==> src/rtl/ps_input_arbiter.sv <==
// Two-requester round-robin merge arbiter feeding the PS stage over four-phase Send/Ack.
// A one-entry buffer decouples the input-side handshake from the output-side handshake.
module ps_input_arbiter #(
  parameter int PKT_W = 32,
  parameter int CNT_W = 16
) (
  input  logic             CLK,
  input  logic             MR,
  input  logic             Send_in0,
  input  logic [PKT_W-1:0] PACKET_IN0,
  output logic             Ack_out0,
  input  logic             Send_in1,
  input  logic [PKT_W-1:0] PACKET_IN1,
  output logic             Ack_out1,
  output logic             Send_out,
  output logic [PKT_W-1:0] PACKET_OUT,
  input  logic             Ack_in,
  output logic [CNT_W-1:0] PKT_CNT
);

  localparam logic       I_IDLE = 1'b0;
  localparam logic       I_ACK  = 1'b1;
  localparam logic [1:0] O_IDLE = 2'd0;
  localparam logic [1:0] O_REQ  = 2'd1;
  localparam logic [1:0] O_RTZ  = 2'd2;

  logic             in_state;
  logic             g;
  logic             rr;
  logic [PKT_W-1:0] buf_q;
  logic             full;
  logic [1:0]       out_state;

  logic grant;
  logic grant_idx;
  logic out_done;
  logic g_send;

  always_comb begin
    grant     = (in_state == I_IDLE) && !full && (Send_in0 || Send_in1);
    grant_idx = (Send_in0 && Send_in1) ? rr : Send_in1;
    out_done  = (out_state == O_REQ) && Ack_in;
    g_send    = g ? Send_in1 : Send_in0;
  end

  // Input side: capture into the buffer only when it was empty at this edge.
  always_ff @(posedge CLK or negedge MR) begin
    if (!MR) begin
      in_state <= I_IDLE;
      g        <= 1'b0;
      rr       <= 1'b0;
      buf_q    <= '0;
      Ack_out0 <= 1'b0;
      Ack_out1 <= 1'b0;
    end else if (in_state == I_IDLE) begin
      if (grant) begin
        buf_q    <= grant_idx ? PACKET_IN1 : PACKET_IN0;
        g        <= grant_idx;
        rr       <= ~grant_idx;
        Ack_out0 <= ~grant_idx;
        Ack_out1 <= grant_idx;
        in_state <= I_ACK;
      end
    end else begin
      if (!g_send) begin
        Ack_out0 <= 1'b0;
        Ack_out1 <= 1'b0;
        in_state <= I_IDLE;
      end
    end
  end

  // Set and clear can never coincide: a grant needs full=0, a completion needs full=1.
  always_ff @(posedge CLK or negedge MR) begin
    if (!MR) begin
      full <= 1'b0;
    end else if (grant) begin
      full <= 1'b1;
    end else if (out_done) begin
      full <= 1'b0;
    end
  end

  always_ff @(posedge CLK or negedge MR) begin
    if (!MR) begin
      out_state <= O_IDLE;
      Send_out  <= 1'b0;
      PKT_CNT   <= '0;
    end else begin
      case (out_state)
        O_IDLE: begin
          if (full) begin
            Send_out  <= 1'b1;
            out_state <= O_REQ;
          end
        end
        O_REQ: begin
          if (Ack_in) begin
            Send_out  <= 1'b0;
            PKT_CNT   <= PKT_CNT + CNT_W'(1);
            out_state <= O_RTZ;
          end
        end
        O_RTZ: begin
          if (!Ack_in) out_state <= O_IDLE;
        end
        default: out_state <= O_IDLE;
      endcase
    end
  end

  assign PACKET_OUT = buf_q;

endmodule

==> config.mk <==
export PLATFORM = sky130hd
export DESIGN_NAME = ps_input_arbiter
export DESIGN_NICKNAME = d
export VERILOG_FILES = /design/src/rtl/ps_input_arbiter.sv
export SDC_FILE = /design/constraint.sdc
export NUM_CORES = 1
export LEC_CHECK = 0
export CELL_PAD_IN_SITES_DETAIL_PLACEMENT = 1
export CELL_PAD_IN_SITES_GLOBAL_PLACEMENT = 2
export CORE_MARGIN = 3
export CORE_UTILIZATION = 21
export DETAILED_ROUTE_END_ITERATION = 8
export PLACE_DENSITY_LB_ADDON = 0.1
export SLEW_MARGIN = 10
export SYNTH_ARGS = -nofsm -noshare
export SYNTH_HDL_FRONTEND = slang
export SYNTH_SLANG_ARGS = --single-unit
==> constraint.sdc <==
create_clock -name CLK -period 1.5 [get_ports CLK]
set_clock_uncertainty 0.1 [all_clocks]
set_input_delay 0.225 -clock CLK [delete_from_list [all_inputs] [get_ports CLK]]
set_output_delay 0.225 -clock CLK [all_outputs]
set_load 0.03 [all_outputs]
==> summary.md <==
| Metric | Value |
|---|---|
| Synth Net Count | `280` |
| Die area | `0.0128 sq mm` |
| Leading area contributor after synthesis | `dfrtp_1` |
| Routed WL per cell | `17.1 um` |
| Routed Antenna Nets | `0` |
| Unrepaired setup endpoints after global routing | `true` |
| Failing checks | `setup timing` |
| Crit path from | `PKT_CNT[2]` |
| Initial antenna violation count | `0` |
| CP Max Fanout | `3` |
| Slew @ Worst Pin | `0.358 ns` |
| Critical setup path kind | `reg -> reg` |
| Total Wirelength | `9180 um` |
| TritonRoute pass-1 iters | `5` |
| Max cap viols | `0` |
| Part of the cycle the worst path needs | `103%` |
| Clock Power Share | `25.0%` |
| Vias per cell | `4.45` |
| Switch Pwr | `3470 uW` |
| # setup viols final | `13` |
| Post-synthesis instance area | `0.00242 sq mm` |
| Tot GR Track Use | `13.6%` |
| H-tree levels | `3` |
| Ant diodes | `0` |
| Yosys warnings | `0` |
| First-pass GRT wire length | `roughly 14,000 um` |
| Part of the power in registers | `27.4%` |
| Pleak | `between 0.002 and 0.0025 uW` |
| Max clock buf depth | `2` |
| Die Ht | `between 100 and 150 um` |
| Initial Util | `approximately 22%` |
| Sequential Area | `0.00144 sq mm` |
| Fmax | `648 MHz` |
| Status | `finished, violations left` |
| Port Buffer Count | `around 120` |
| Top-area cell type share of the netlist area | `59.0%` |
| CP arrival | `around 1.7 ns` |
| Clock tree sinks | `57` |
| Min-delay worst type | `in -> reg` |
| Place WS | `-0.447 ns` |
| Worst relative slew slack | `76.2%` |
| Tmin final | `around 1.5 ns` |
| Crit. End Element | `flop` |
| Crit path launch type | `flop` |
| Synth unique cells | `27` |
| WL met3 | `583 um` |
| Leading cell type in the layout, fill and taps excluded | `clkdlybuf4s50_1` |
| DRC Markers | `0` |
| DRT iter0 DRCs | `~170` |
| Switch share | `38.2%` |
| Internal | `around 5600 uW` |
| Vias in the first global route | `2,583` |
| DP Cell Count | `500` |
| CTS tree | `built` |
| Hold Startpoint | `Ack_in` |
| Highest routed layer | `met4` |
| Power Density | `approximately 1900 mW/mm^2` |
| Post-Layout Cell Count | `~540` |
| Max Slew Vio Count | `0` |
| Detailed-route via count | `approximately 2,400` |
| Most frequent cells in the layout | `clkdlybuf4s50_1, dfrtp_1, buf_4, dlygate4sd2_1, inv_1` |
| Footprint of the multi-input gates | `891 sq um` |
| Clock root cell | `clkbuf_16` |
| Post-Syn Instances | `210` |
| Synth area leaders | `dfrtp_1, a222oi_1, inv_1, xnor2_1, nand2_1` |
| Hold Violations, Final | `0` |
| Syn avg cell area | `roughly 12 sq um` |
| Placeable Area | `0.0110 sq mm` |
| I/O Pins | `120` |
| Seq/Total Area, Yosys | `59.0%` |
| Yosys reg bits | `57` |
| Met2 WL | `4210 um` |
| Area growth syn-to-layout | `94.7%` |
| Final net count | `462` |
| # fillers | `1,252` |
| Chip width | `113 um` |
| Logic pwr share | `47.6%` |
| Dpl hpwl | `5920 um` |
| Clk pin slew, worst setup/hold paths | `~0.050 ns` |
| Cell Rows | `38` |
| Max VDD drop | `0.822 mV` |
| GRT overflow | `0` |
| Final worst slack | `-0.0424 ns` |
| Inserted Clock Buffers | `9` |
| GP Congestion | `around 0.75` |
| Largest net degree at the start of global routing | `40` |
| M1 wire length | `4260 um` |
| Final Core Density | `42.7%` |
| Crit path required time | `1.61 ns` |
| Clock Latency Late Sink | `approximately 0.32 ns` |
| Worst reg2reg path startpoint | `PKT_CNT[2]` |
| Layout cell share with drive strength beyond 1 | `29.0%` |
==> metal layers <==
layer,vias up,global-route usage (%)
met5,-,0
met4,0,5.05
li1,1133,-
met1,1157,18.1
met3,10,3.48
met2,88,21.3
==> final cells by class <==
class | count | share of cell area [%]
Multi-Input combinational cell | 105 | 18.9
Inverter | 38 | 3.03
Timing Repair Buffer | 181 | 36.7
Clock buffer | 11 | 5.37
Sequential cell | 57 | 30.6
Clock inverter | 5 | 1.65
Tap cell | 140 | 3.72
==> what timing repair did <==
item	4_1_cts	5_1_grt
buffers inserted	3	12
endpoints found under the hold margin	57	0
setup endpoints to repair	91	51
resized for setup	84	25
hold buffers	1	0
pin swaps	27	20
gates cloned	0	5
==> sequential cells by signal (all words and copies together) (netlist names) <==
register and count:
g 1, in_state 1, Send_out 1, out_state 2
rr 1, Ack_out0 1, PKT_CNT 16, Ack_out1 1
PACKET_OUT 32, full 1
==> worst max-delay path, cell delays in order, from the launching register on <==
cell,delay [ns]
dfrtp_2,0.38
nand4_1,0.10
or4_4,0.58
buf_4,0.16
xnor2_1,0.11
==> metrics by stage <==
step	hold slack, ns	total power [uW]	setup TNS (ns)	instance area [sq um]
final	0.254	9090	-0.207	4710
after global routing	0.294	9680	-2.70	4710
after CTS	0.254	8890	-0.744	4500
after detailed placement	0.142	6750	-15.20	4140
after global placement	0.134	6700	-14.35	4140
after floorplan	-0.171	4670	-0.215	2470
==> path summary, 6_finish.rpt <==
| check | endpoint | cells after the start | slack, ns |
|---|---|---|---|
| max | PKT_CNT[11] | 4 | -0.04 |
| min reg2reg | PKT_CNT[15] | 1 | 0.36 |
| max in group asynchronous | PACKET_OUT[17] | 3 | 0.71 |
| max reg2reg | PKT_CNT[11] | 4 | -0.04 |
| min in group asynchronous | PACKET_OUT[0] | 3 | 0.34 |
| min | out_state[0] | 2 | 0.25 |
==> power by group through the flow <==
stage	clock [uW]	sequential, uW	combinational [uW]
floorplan	0	3560	1110
global placement	0	2520	4180
detailed placement	0	2540	4210
CTS	2340	2510	4050
global route	2410	2580	4700
finish	2270	2490	4330
==> cells in the mapped netlist <==
| cell type | n |
|---|---|
| dfrtp_1 | 57 |
| inv_1 | 38 |
| a222oi_1 | 32 |
| nand2_1 | 14 |
| xnor2_1 | 13 |
| clkbuf_1 | 7 |
| nor2_1 | 7 |
| nand3_1 | 6 |
| nand4_1 | 5 |
| a21oi_1 | 4 |
| and3_1 | 3 |
| buf_2 | 3 |
| xor2_1 | 3 |
| a211oi_1 | 2 |
| a21o_1 | 2 |
| nor3_1 | 2 |
| o21ai_0 | 2 |
| a2111oi_4 | 1 |
| a21boi_0 | 1 |
| and3_2 | 1 |
| ha_1 | 1 |
| mux2i_1 | 1 |
| nand3b_4 | 1 |
| nor2b_1 | 1 |
| nor3_2 | 1 |
| o21ai_1 | 1 |
| or4_4 | 1 |
==> cells by family (layout without fill, tap and decap cells) <==
kind of cell               Yosys count  count (layout)  share of synthesized area, %
xor gates and xnor gates            16              16                          5.80
and+or+nand+nor                     42              42                          9.27
muxes                                1               1                         0.414
AOI/OAI and AO/OA                   45              45                          17.4
DFF                                 57              57                          59.0
buffers and inverters               48             235                          7.61
adders and majority gates            1               1                         0.518
(Power assumes the default switching activity.)
